`src/rtl/oam_dma_ctrl_pkg.sv`:
```
// Shared constants, state encodings and helpers for the OAM DMA controller.
package oam_dma_ctrl_pkg;
    localparam logic [15:0] DEF_DMA_REG_ADDR = 16'hFF46;
    localparam int          DEF_DMA_LEN      = 160;
    localparam logic [15:0] DEF_OAM_BASE     = 16'hFE00;
    localparam logic [15:0] DEF_HRAM_BASE    = 16'hFF80;
    localparam int          IDX_W            = 8;

    localparam logic SEL_CPU = 1'b0;
    localparam logic SEL_DMA = 1'b1;

    typedef logic [2:0] state_t;
    localparam state_t ST_IDLE  = 3'd0;
    localparam state_t ST_START = 3'd1;
    localparam state_t ST_RD    = 3'd2;
    localparam state_t ST_WR    = 3'd3;
    localparam state_t ST_WAIT  = 3'd4;

    // Pages E0-FF alias echo RAM; fold them back onto C0-DF.
    function automatic logic [7:0] fold_page(input logic [7:0] p);
        logic [7:0] f;
        f = p;
        if (p >= 8'hE0) f[5] = 1'b0;
        return f;
    endfunction
endpackage

```
`src/rtl/dma_byte_counter.sv`:
```
// Transfer byte index: cleared on trigger, advanced once per M-cycle, flags the final byte.
module dma_byte_counter
    import oam_dma_ctrl_pkg::*;
#(
    parameter int LEN = DEF_DMA_LEN
) (
    input  logic             clk,
    input  logic             rst,
    input  logic             clear,
    input  logic             step,
    input  logic             m_tick,
    output logic [IDX_W-1:0] idx,
    output logic             last
);
    assign last = (idx == IDX_W'(LEN - 1));

    // Saturates on the final byte so the index never points past the OAM window.
    always_ff @(posedge clk or posedge rst) begin
        if (rst)                          idx <= '0;
        else if (clear)                   idx <= '0;
        else if (step && m_tick && !last) idx <= idx + 1'b1;
    end
endmodule

```
`src/rtl/oam_dma_ctrl.sv`:
```
// OAM DMA controller and memory-bus arbiter: copies DMA_LEN bytes from {page,00} into OAM.
// Define OAM_DMA_RESTART_EN to let a register write abandon and restart a running transfer.
module oam_dma_ctrl
    import oam_dma_ctrl_pkg::*;
#(
    parameter logic [15:0] DMA_REG_ADDR = DEF_DMA_REG_ADDR,
    parameter int          DMA_LEN      = DEF_DMA_LEN,
    parameter logic [15:0] OAM_BASE     = DEF_OAM_BASE,
    parameter logic [15:0] HRAM_BASE    = DEF_HRAM_BASE
) (
    input  logic        clk,
    input  logic        rst,
    input  logic        m_tick,
    input  logic [15:0] cpu_addr,
    input  logic        cpu_wr_en,
    input  logic [7:0]  cpu_wr_data,
    output logic [7:0]  reg_rd_data,
    output logic        dma_active,
    output logic        mem_ctrl_sel,
    output logic [15:0] dma_addr,
    output logic        dma_rd,
    output logic        dma_wr,
    output logic [7:0]  dma_data_out,
    input  logic [7:0]  dma_data_in,
    output logic        cpu_block,
    output logic        dma_done
);
    state_t           state, state_nxt;
    logic [7:0]       page;
    logic [7:0]       data_q;
    logic             hold_sel;
    logic             sel_dma;
    logic             trig;
    logic             accept;
    logic [IDX_W-1:0] idx;
    logic             last;

    assign trig = cpu_wr_en && (cpu_addr == DMA_REG_ADDR);
`ifdef OAM_DMA_RESTART_EN
    assign accept = trig;
`else
    assign accept = trig && (state == ST_IDLE);
`endif

    dma_byte_counter #(.LEN(DMA_LEN)) u_counter (
        .clk    (clk),
        .rst    (rst),
        .clear  (accept),
        .step   (state == ST_WAIT),
        .m_tick (m_tick),
        .idx    (idx),
        .last   (last)
    );

    // A trigger in the same clk as m_tick lands in START, so that tick is never counted.
    always_comb begin
        state_nxt = state;
        case (state)
            ST_IDLE:  state_nxt = ST_IDLE;
            ST_START: if (m_tick) state_nxt = ST_RD;
            ST_RD:    state_nxt = ST_WR;
            ST_WR:    state_nxt = last ? ST_IDLE : ST_WAIT;
            ST_WAIT:  if (m_tick) state_nxt = ST_RD;
            default:  state_nxt = ST_IDLE;
        endcase
        if (accept) state_nxt = ST_START;
    end

    always_comb begin
        sel_dma = 1'b0;
        case (state)
            ST_RD, ST_WR, ST_WAIT: sel_dma = 1'b1;
            ST_START:              sel_dma = hold_sel;
            default:               sel_dma = 1'b0;
        endcase
    end

    // hold_sel keeps the bus on the DMA side across a restart's START phase.
    always_ff @(posedge clk or posedge rst) begin
        if (rst) begin
            state    <= ST_IDLE;
            page     <= 8'h00;
            data_q   <= 8'h00;
            hold_sel <= 1'b0;
            dma_done <= 1'b0;
        end else begin
            state    <= state_nxt;
            dma_done <= (state == ST_WR) && last && !accept;
            if (accept) begin
                page     <= fold_page(cpu_wr_data);
                hold_sel <= sel_dma;
            end
            if (state == ST_RD) data_q <= dma_data_in;
        end
    end

    assign dma_rd       = (state == ST_RD);
    assign dma_wr       = (state == ST_WR);
    assign dma_active   = (state != ST_IDLE);
    assign mem_ctrl_sel = sel_dma ? SEL_DMA : SEL_CPU;
    assign reg_rd_data  = page;
    assign cpu_block    = dma_active && (cpu_addr < HRAM_BASE);
    assign dma_addr     = dma_rd ? {page, idx} :
                          dma_wr ? OAM_BASE + {8'h00, idx} : 16'h0000;
    assign dma_data_out = dma_wr ? data_q : 8'h00;
endmodule

```
`config.mk`:
```
export PLATFORM = sky130hd
export DESIGN_NAME = oam_dma_ctrl
export DESIGN_NICKNAME = d
export VERILOG_FILES = /design/src/rtl/oam_dma_ctrl_pkg.sv /design/src/rtl/dma_byte_counter.sv /design/src/rtl/oam_dma_ctrl.sv
export SDC_FILE = /design/constraint.sdc
export NUM_CORES = 1
export LEC_CHECK = 0
export CORE_ASPECT_RATIO = 1.75
export CORE_MARGIN = 3
export CORE_UTILIZATION = 40
export CTS_BUF_LIST = sky130_fd_sc_hd__clkbuf_4 sky130_fd_sc_hd__clkbuf_8 sky130_fd_sc_hd__clkbuf_16
export DETAILED_ROUTE_END_ITERATION = 16
export DONT_BUFFER_PORTS = 1
export SETUP_SLACK_MARGIN = 0.1
export SLEW_MARGIN = 20
export SYNTH_ARGS = -nofsm -noshare
export SYNTH_HDL_FRONTEND = slang
export SYNTH_SLANG_ARGS = --single-unit
```
`constraint.sdc`:
```
create_clock -name clk -period 1.6 [get_ports clk]
set_input_delay 0.32 -clock clk [delete_from_list [all_inputs] [get_ports clk]]
set_output_delay 0.32 -clock clk [all_outputs]
set_load 0.05 [all_outputs]
```
==> summary.md <==
| Metric | Value |
|---|---|
| Min Clock Period, post-route | `1.73 ns` |
| DRT Pass-1 Iters | `2` |
| Final worst slack | `-0.127 ns` |
| Pre-CTS WS | `-0.115 ns` |
| DR vias | `1271` |
| Global-route wire length before repair | `6.37 mm` |
| Multiplexer share of the synthesized area | `13.2%` |
| Layout cell share with drive strength beyond 1 | `63.9%` |
| Yosys Warn Count | `0` |
| Status | `finished, violations left` |
| Max Cap Viol | `0` |
| Crit path max fanout | `5` |
| Syn_nets | `182` |
| Worst skew pair latency | `0.28 ns` |
| Final ANT Viol Nets | `0` |
| Final Skew | `0.00581 ns` |
| Crit path kind | `flip-flop to primary output` |
| Compound-Gate Fraction of Synth Area | `9.00%` |
| #FFs+latches synth | `29` |
| Startpoint types | `flip-flop` |
| Num ports | `74` |
| Post-route DRC violation count | `0` |
| CP arrival | `1.41 ns` |
| Core area | `3700 sq um` |
| Critical Path End | `dma_data_out[7]` |
| Combinational share of power | `54.4%` |
| Slew margin rel. | `70.1%` |
| Crit. End Element | `primary output` |
| CTS tree | `yes` |
| Min-delay worst type | `input port to async pin` |
| R2R setup slack | `-0.11 ns` |
| Adder-cell share of the synthesized area | `0.796%` |
| Int Pwr | `0.00259 W` |
| Cell area power density | `1700 nW/um^2` |
| Clk buf depth | `2` |
| DR vias/cell | `5.30` |
| Netlist cell types | `38` |
| Rows | `29` |
| Nets | `230` |
| Crit path from | `state[2]$_DFFE_PP0P_` |
| Sequential fraction of design power | `24.5%` |
| Clock-pin transition on the worst setup and hold timing paths | `0.07 ns` |
| Most common cell after layout, fill and taps aside | `buf_4` |
| Leak | `1.08 nW` |
| P_sw | `0.00164 W` |
| Final Hold Slack | `-0.00634 ns` |
| Final Cycle Share | `108%` |
| Antenna violations before repair | `0` |
| Die Width | `53.4 um` |
| CTS sink cnt | `29` |
| Worst Reg-to-Reg Cells | `5` |
| WL/cell | `17.6 um` |
| GRT Resource Usage Total | `18.6%` |
| Synth Cell Area | `1570 sq um` |
| Starting Density | `42.5%` |
| Max Freq | `0.579 GHz` |
| Iter 0 DRT Violations | `9` |
| Unrepaired setup endpoints after global routing | `true` |
| Die H | `88.9 um` |
| Num CTS Buffers | `5` |
| Sequential area share after synthesis | `46.2%` |
| Fill cells | `293` |
| Dpl hpwl | `3.08 mm` |
| CP required | `1.28 ns` |
| Routed Wire Length | `4.22 mm` |
| Net Sw Frac | `38.8%` |
| Post-Syn Instances | `145` |
| Gp weighted congestion | `0.804` |
| CTS Root Cell | `clkbuf_8` |
| H-tree Lvls | `2` |
| Failing checks | `negative hold slack, negative setup slack` |
| Largest net degree at the start of global routing | `30` |
| Vias in the first global route | `1341` |
| Layout Area Growth over Synthesis | `58.6%` |
| Simple-gate area share of the yosys netlist | `22.7%` |
| Endpoints failing setup | `49` |
| FF-to-FF Start | `state[2]$_DFFE_PP0P_` |
| Overflow after GRT | `0` |
| Area share of xor/xnor cells in the synthesized design | `2.79%` |
| RR Endpoint | `reg_rd_data[4]$_DFFE_PP0P_` |
| Avg Inst Size Synth | `10.8 sq um` |
| Clock network power share | `21.1%` |
| Main combinational cell family by area after synthesis | `simple AND/OR/NAND/NOR gates` |
| Final core occ | `67.3%` |
| Die Area | `4750 sq um` |
| Worst Max-Slew Pin Slew | `0.450 ns` |
| Highest-count cells in the layout ignoring fill and taps | `buf_4 (31), dfrtp_1 (27), and2_4 (9)` |
| Final Hold Viols | `15` |
| Antenna cells | `0` |
| IO Port Bufs | `0` |
| VDD IR-drop max | `1.36 mV` |
| Slew Viols, Final | `0` |
critical path: stages (launching register included):
cell     delay (ns)
dfrtp_2        0.46
nor2b_4        0.19
buf_6          0.15
and3_4         0.19
buf_12         0.13
logic make-up after synthesis:
logic type      after synthesis
buf+inv                      13
mux                          18
fa+ha+maj                     1
flops                        29
xor+xnor                      5
simple gates                 57
compound gates               22
stage by stage:
step | setup TNS, ns | hold slack [ns] | area (sq um) | total power (W) | instances
floorplan | -0.153 | 0.398 | 1690 | 0.00235 | 145
global placement | -0.460 | 0.300 | 2060 | 0.00290 | 222
detailed placement | -0.823 | 0.310 | 2060 | 0.00294 | 222
CTS | -3.74 | 0.000593 | 2330 | 0.00412 | 235
global route | -7.31 | 0.0100 | 2490 | 0.00444 | 240
finish | -4.15 | -0.00634 | 2490 | 0.00424 | 240
power groups by stage:
stage	Sequential (W)	Clock, W	Combinational (W)
finish	0.00104	0.000892	0.00230
global route	0.00106	0.000947	0.00243
CTS	0.00104	0.000915	0.00217
detailed placement	0.00105	0	0.00189
global placement	0.00104	0	0.00186
floorplan	0.00102	0	0.00133
how the worst min path moves through the flow:
stage | from | slack [ns] | cells past startpoint | end
after global routing | rst | 0.01 | 2 | reg_rd_data[7]$_DFFE_PP0P_
after floorplan | rst | 0.40 | 1 | data_q[0]$_DFFE_PP0P_
after CTS | rst | 0.0006 | 2 | reg_rd_data[7]$_DFFE_PP0P_
after detailed placement | rst | 0.31 | 2 | reg_rd_data[1]$_DFFE_PP0P_
after global placement | rst | 0.30 | 2 | reg_rd_data[2]$_DFFE_PP0P_
final | rst | -0.006 | 2 | reg_rd_data[3]$_DFFE_PP0P_
cells in the mapped netlist:
| library cell | count | share of area (%) |
|---|---|---|
| or4_1 | 1 | 0.48 |
| buf_12 | 1 | 1.3 |
| nand4_1 | 5 | 2.0 |
| or2_2 | 2 | 0.80 |
| nor4_1 | 1 | 0.40 |
| nor4b_1 | 1 | 0.56 |
| nand4bb_1 | 1 | 0.72 |
| nor3_1 | 1 | 0.32 |
| ha_1 | 1 | 0.80 |
| xnor2_1 | 3 | 1.7 |
| a21oi_1 | 6 | 1.9 |
| dfrtp_1 | 29 | 46 |
| o32ai_1 | 1 | 0.56 |
| nor2b_1 | 5 | 2.0 |
| and4_1 | 2 | 1.1 |
| a211oi_1 | 2 | 0.96 |
| nor2_1 | 9 | 2.1 |
| clkbuf_1 | 4 | 0.96 |
| o21ai_0 | 4 | 1.3 |
| xor2_1 | 2 | 1.1 |
| o211ai_1 | 1 | 0.48 |
| nand3_1 | 3 | 0.96 |
| nor3_4 | 1 | 1.0 |
| buf_4 | 1 | 0.48 |
| a21boi_0 | 1 | 0.48 |
| buf_6 | 2 | 1.4 |
| or3b_2 | 1 | 0.56 |
| mux2_2 | 14 | 10 |
| and3_1 | 8 | 3.2 |
| mux2i_1 | 2 | 1.3 |
| o21a_1 | 7 | 3.3 |
| and4b_1 | 1 | 0.64 |
| mux2_4 | 2 | 1.9 |
| and2_1 | 10 | 4.0 |
| nor3b_1 | 1 | 0.48 |
| nand2_1 | 3 | 0.72 |
| nor4bb_1 | 1 | 0.64 |
| inv_1 | 5 | 1.2 |
area by class of cell:
cell class                      instances  area, sq um  share of cell area [%]
Inverter                                5         21.3                   0.853
Tap cell                               46         57.6                    2.31
Timing Repair Buffer                   49          517                    20.7
Clock inverter                          3         65.1                    2.61
Clock buffer                            5         68.8                    2.76
Multi-Input combinational cell        103         1030                    41.5
Sequential cell                        29          728                    29.2
metal layers:
| layer | global-route usage, % | vias up | part of all wire, % |
|---|---|---|---|
| met5 | 0 | - | 0 |
| met3 | 5.68 | 7 | 4.5 |
| met2 | 34.0 | 36 | 60 |
| met4 | 6.98 | 0 | 1.6 |
| met1 | 19.1 | 621 | 34 |
| li1 | - | 607 | - |
sequential cells by signal, summed over array words and instances, names as in the netlist:
signal	cells
state	3
dma_done	1
reg_rd_data	8
data_q	8
hold_sel	1
u_counter.idx	8
timing repair:
| action | CTS | global route |
|---|---|---|
| pin swaps | 16 | 12 |
| hold buffers | 0 | 0 |
| setup buffers | 4 | 4 |
| endpoints found under the setup margin | 53 | 53 |
| cloned | 1 | 1 |
| resized for setup | 31 | 26 |
| hold endpoints to repair | 0 | 0 |
No activity file was read; power rests on OpenSTA's default activity.
==> RTL edit: new RTL, config.mk and constraints unchanged <==
The output `dma_done` loses its register stage (`dma_done` becomes a continuous assignment).
--- a/src/rtl/oam_dma_ctrl.sv
+++ b/src/rtl/oam_dma_ctrl.sv
@@ -82,10 +82,8 @@
             page     <= 8'h00;
             data_q   <= 8'h00;
             hold_sel <= 1'b0;
-            dma_done <= 1'b0;
         end else begin
             state    <= state_nxt;
-            dma_done <= (state == ST_WR) && last && !accept;
             if (accept) begin
                 page     <= fold_page(cpu_wr_data);
                 hold_sel <= sel_dma;
@@ -93,6 +91,8 @@
             if (state == ST_RD) data_q <= dma_data_in;
         end
     end
+
+    assign dma_done = (state == ST_WR) && last && !accept;
 
     assign dma_rd       = (state == ST_RD);
     assign dma_wr       = (state == ST_WR);
Function: no difference found for any inputs over 10 cycles, from zero or initial values and one cycle with rst high; that may be too few to reach the edited logic, so the function may still have changed.
==> RTL edit against the original RTL <==
The run still ends with negative hold slack, negative setup slack left. Core utilization rose by 2.7 points. Sequential cell count fell by 1. Combinational power rose by 17%. Critical path depth did not move. Critical path type unchanged. Largest cell class unchanged. Area after synthesis fell by 1.6%. Worst setup slack got worse by 0.071 ns. Wire length rose by 7.1%. Final area rose by 3.1%. Count of clock-buffer cells in the layout fell by 1. Register-to-register slack got worse by 0.06 ns. Total power fell by 3.2%. Final cell count rose by 1.7%. Sequential share of layout area fell by 1.8 points. Die area fell by 1.4%.
==> RTL edit: results (changes against the original RTL) <==
[outcome]
status = finished, violations left  ; unchanged
violations = negative hold slack, negative setup slack  ; unchanged

[clock_network]
cts_buffers = 3  ; was 5
clkTransAtPathRegs_ns = 0.10  ; was 0.07 ns

[yosys]
ys_top_cells_by_count = dfrtp_1 (28), mux2_2 (14), and2_1 (10)  ; was dfrtp_1 (29), mux2_2 (14), and2_1 (10)
synth_compound_area_share_pct = 9.14  ; was 9.00%
synth_area_leaders = dfrtp_1 (45%), mux2_2 (10%), and2_1 (4.0%)  ; was dfrtp_1 (46%), mux2_2 (10%), and2_1 (4.0%)
synthAdderAreaFrac_pct = 0.809  ; was 0.796%
synth_xor_area_share_pct = 2.83  ; was 2.79%

[drt]
viasPerCell = 5.44  ; was 5.30
routedWlPerCell_um = 18.5  ; was 17.6 um
route.met2.wl_um = 2710  ; was 2520 um
dr.pass1.iters = 4  ; was 2
wl_met1_um = 1560  ; was 1440 um
wl_met3_um = 204  ; was 189 um

[layout]
final-clk-cell-share_pct = 1.90  ; was 5.37%
clockBufferCount = 4  ; was 5
drive_gt1_share_pct = 66.7  ; was 63.9%
buffer_area_share_pct = 26.7  ; was 20.7%

[global_routing]
grt_pass1_wl_um = 6920  ; was 6370 um
grt_start_max_net_pins = 29  ; was 30
track_usage_pct = 19.8  ; was 18.6%

[power]
p_leak_nw = 1.13  ; was 1.08 nW
peakVddDrop_uv = 1020  ; was 1360 uV

[sta]
timing.final.ws_setup_ns = -0.197  ; was -0.127 ns
whs_ns = -0.00325  ; was -0.00634 ns
finalSetupViolCount = 49  ; unchanged
finalHoldViolCount = 2  ; was 15
maxSlewHeadroom_pct = 73.6  ; was 70.1%

[place]
dp_hpwl_um = 3190  ; was 3080 um
place_congestion = 0.825  ; was 0.804

[setup_path]
rr_startpoint = state[1]$_DFFE_PP0P_  ; was state[2]$_DFFE_PP0P_
critPathArrivalTime_ns = 1.48  ; was 1.41 ns
r2r_end = reg_rd_data[2]$_DFFE_PP0P_  ; was reg_rd_data[4]$_DFFE_PP0P_

RTL edit: worst max path at each step:
stage | slack (ns) | cells past startpoint | end
global placement | -0.03 | 4 | dma_data_out[0]
finish | -0.20 | 4 | dma_data_out[1]
floorplan | -0.06 | 6 | reg_rd_data[0]$_DFFE_PP0P_
CTS | -0.20 | 3 | dma_done
global route | -0.26 | 4 | dma_done
detailed placement | -0.07 | 5 | reg_rd_data[5]$_DFFE_PP0P_
RTL edit: worst max-delay path, cell delays in order (launching register included):
cell and delay [ns]:
dfrtp_2 0.46, nor2b_4 0.23, buf_6 0.18, and3_4 0.21
buf_12 0.13
RTL edit: logic make-up (layout without fill, tap and decap cells):
family	Yosys count	after routing
and+or+nand+nor	57	57
adders and majority gates	1	1
DFF	28	28
muxes	18	18
buffers and inverters	13	67
xor gates and xnor gates	5	5
AOI/OAI and AO/OA	22	22
RTL edit: metrics by stage:
| step | power, mW | instances | TNS, ns | worst slack (ns) | util [%] |
|---|---|---|---|---|---|
| 2_1_floorplan | 2.34 | 144 | -0.180 | -0.0630 | - |
| 3_3_place_gp | 2.97 | 227 | -0.279 | -0.0276 | 58.1 |
| 3_5_place_dp | 3.03 | 227 | -0.658 | -0.0732 | 58.1 |
| 4_1_cts | 3.93 | 242 | -5.48 | -0.196 | 67.8 |
| 5_1_grt | 4.30 | 244 | -8.80 | -0.263 | 70.1 |
| 6_report | 4.10 | 244 | -5.99 | -0.197 | 70.1 |
RTL edit: where the power goes:
group / switching (mW) / internal (mW)
clock: 0.216 / 0.195
sequential: 0.129 / 0.880
combinational: 1.33 / 1.36
total: 1.67 / 2.43
RTL edit: what timing repair did:
item	4_1_cts	5_1_grt
gates resized for setup	57	15
endpoints found under the setup margin	54	55
cloned	0	0
buffers inserted	13	3
pin swaps	26	7
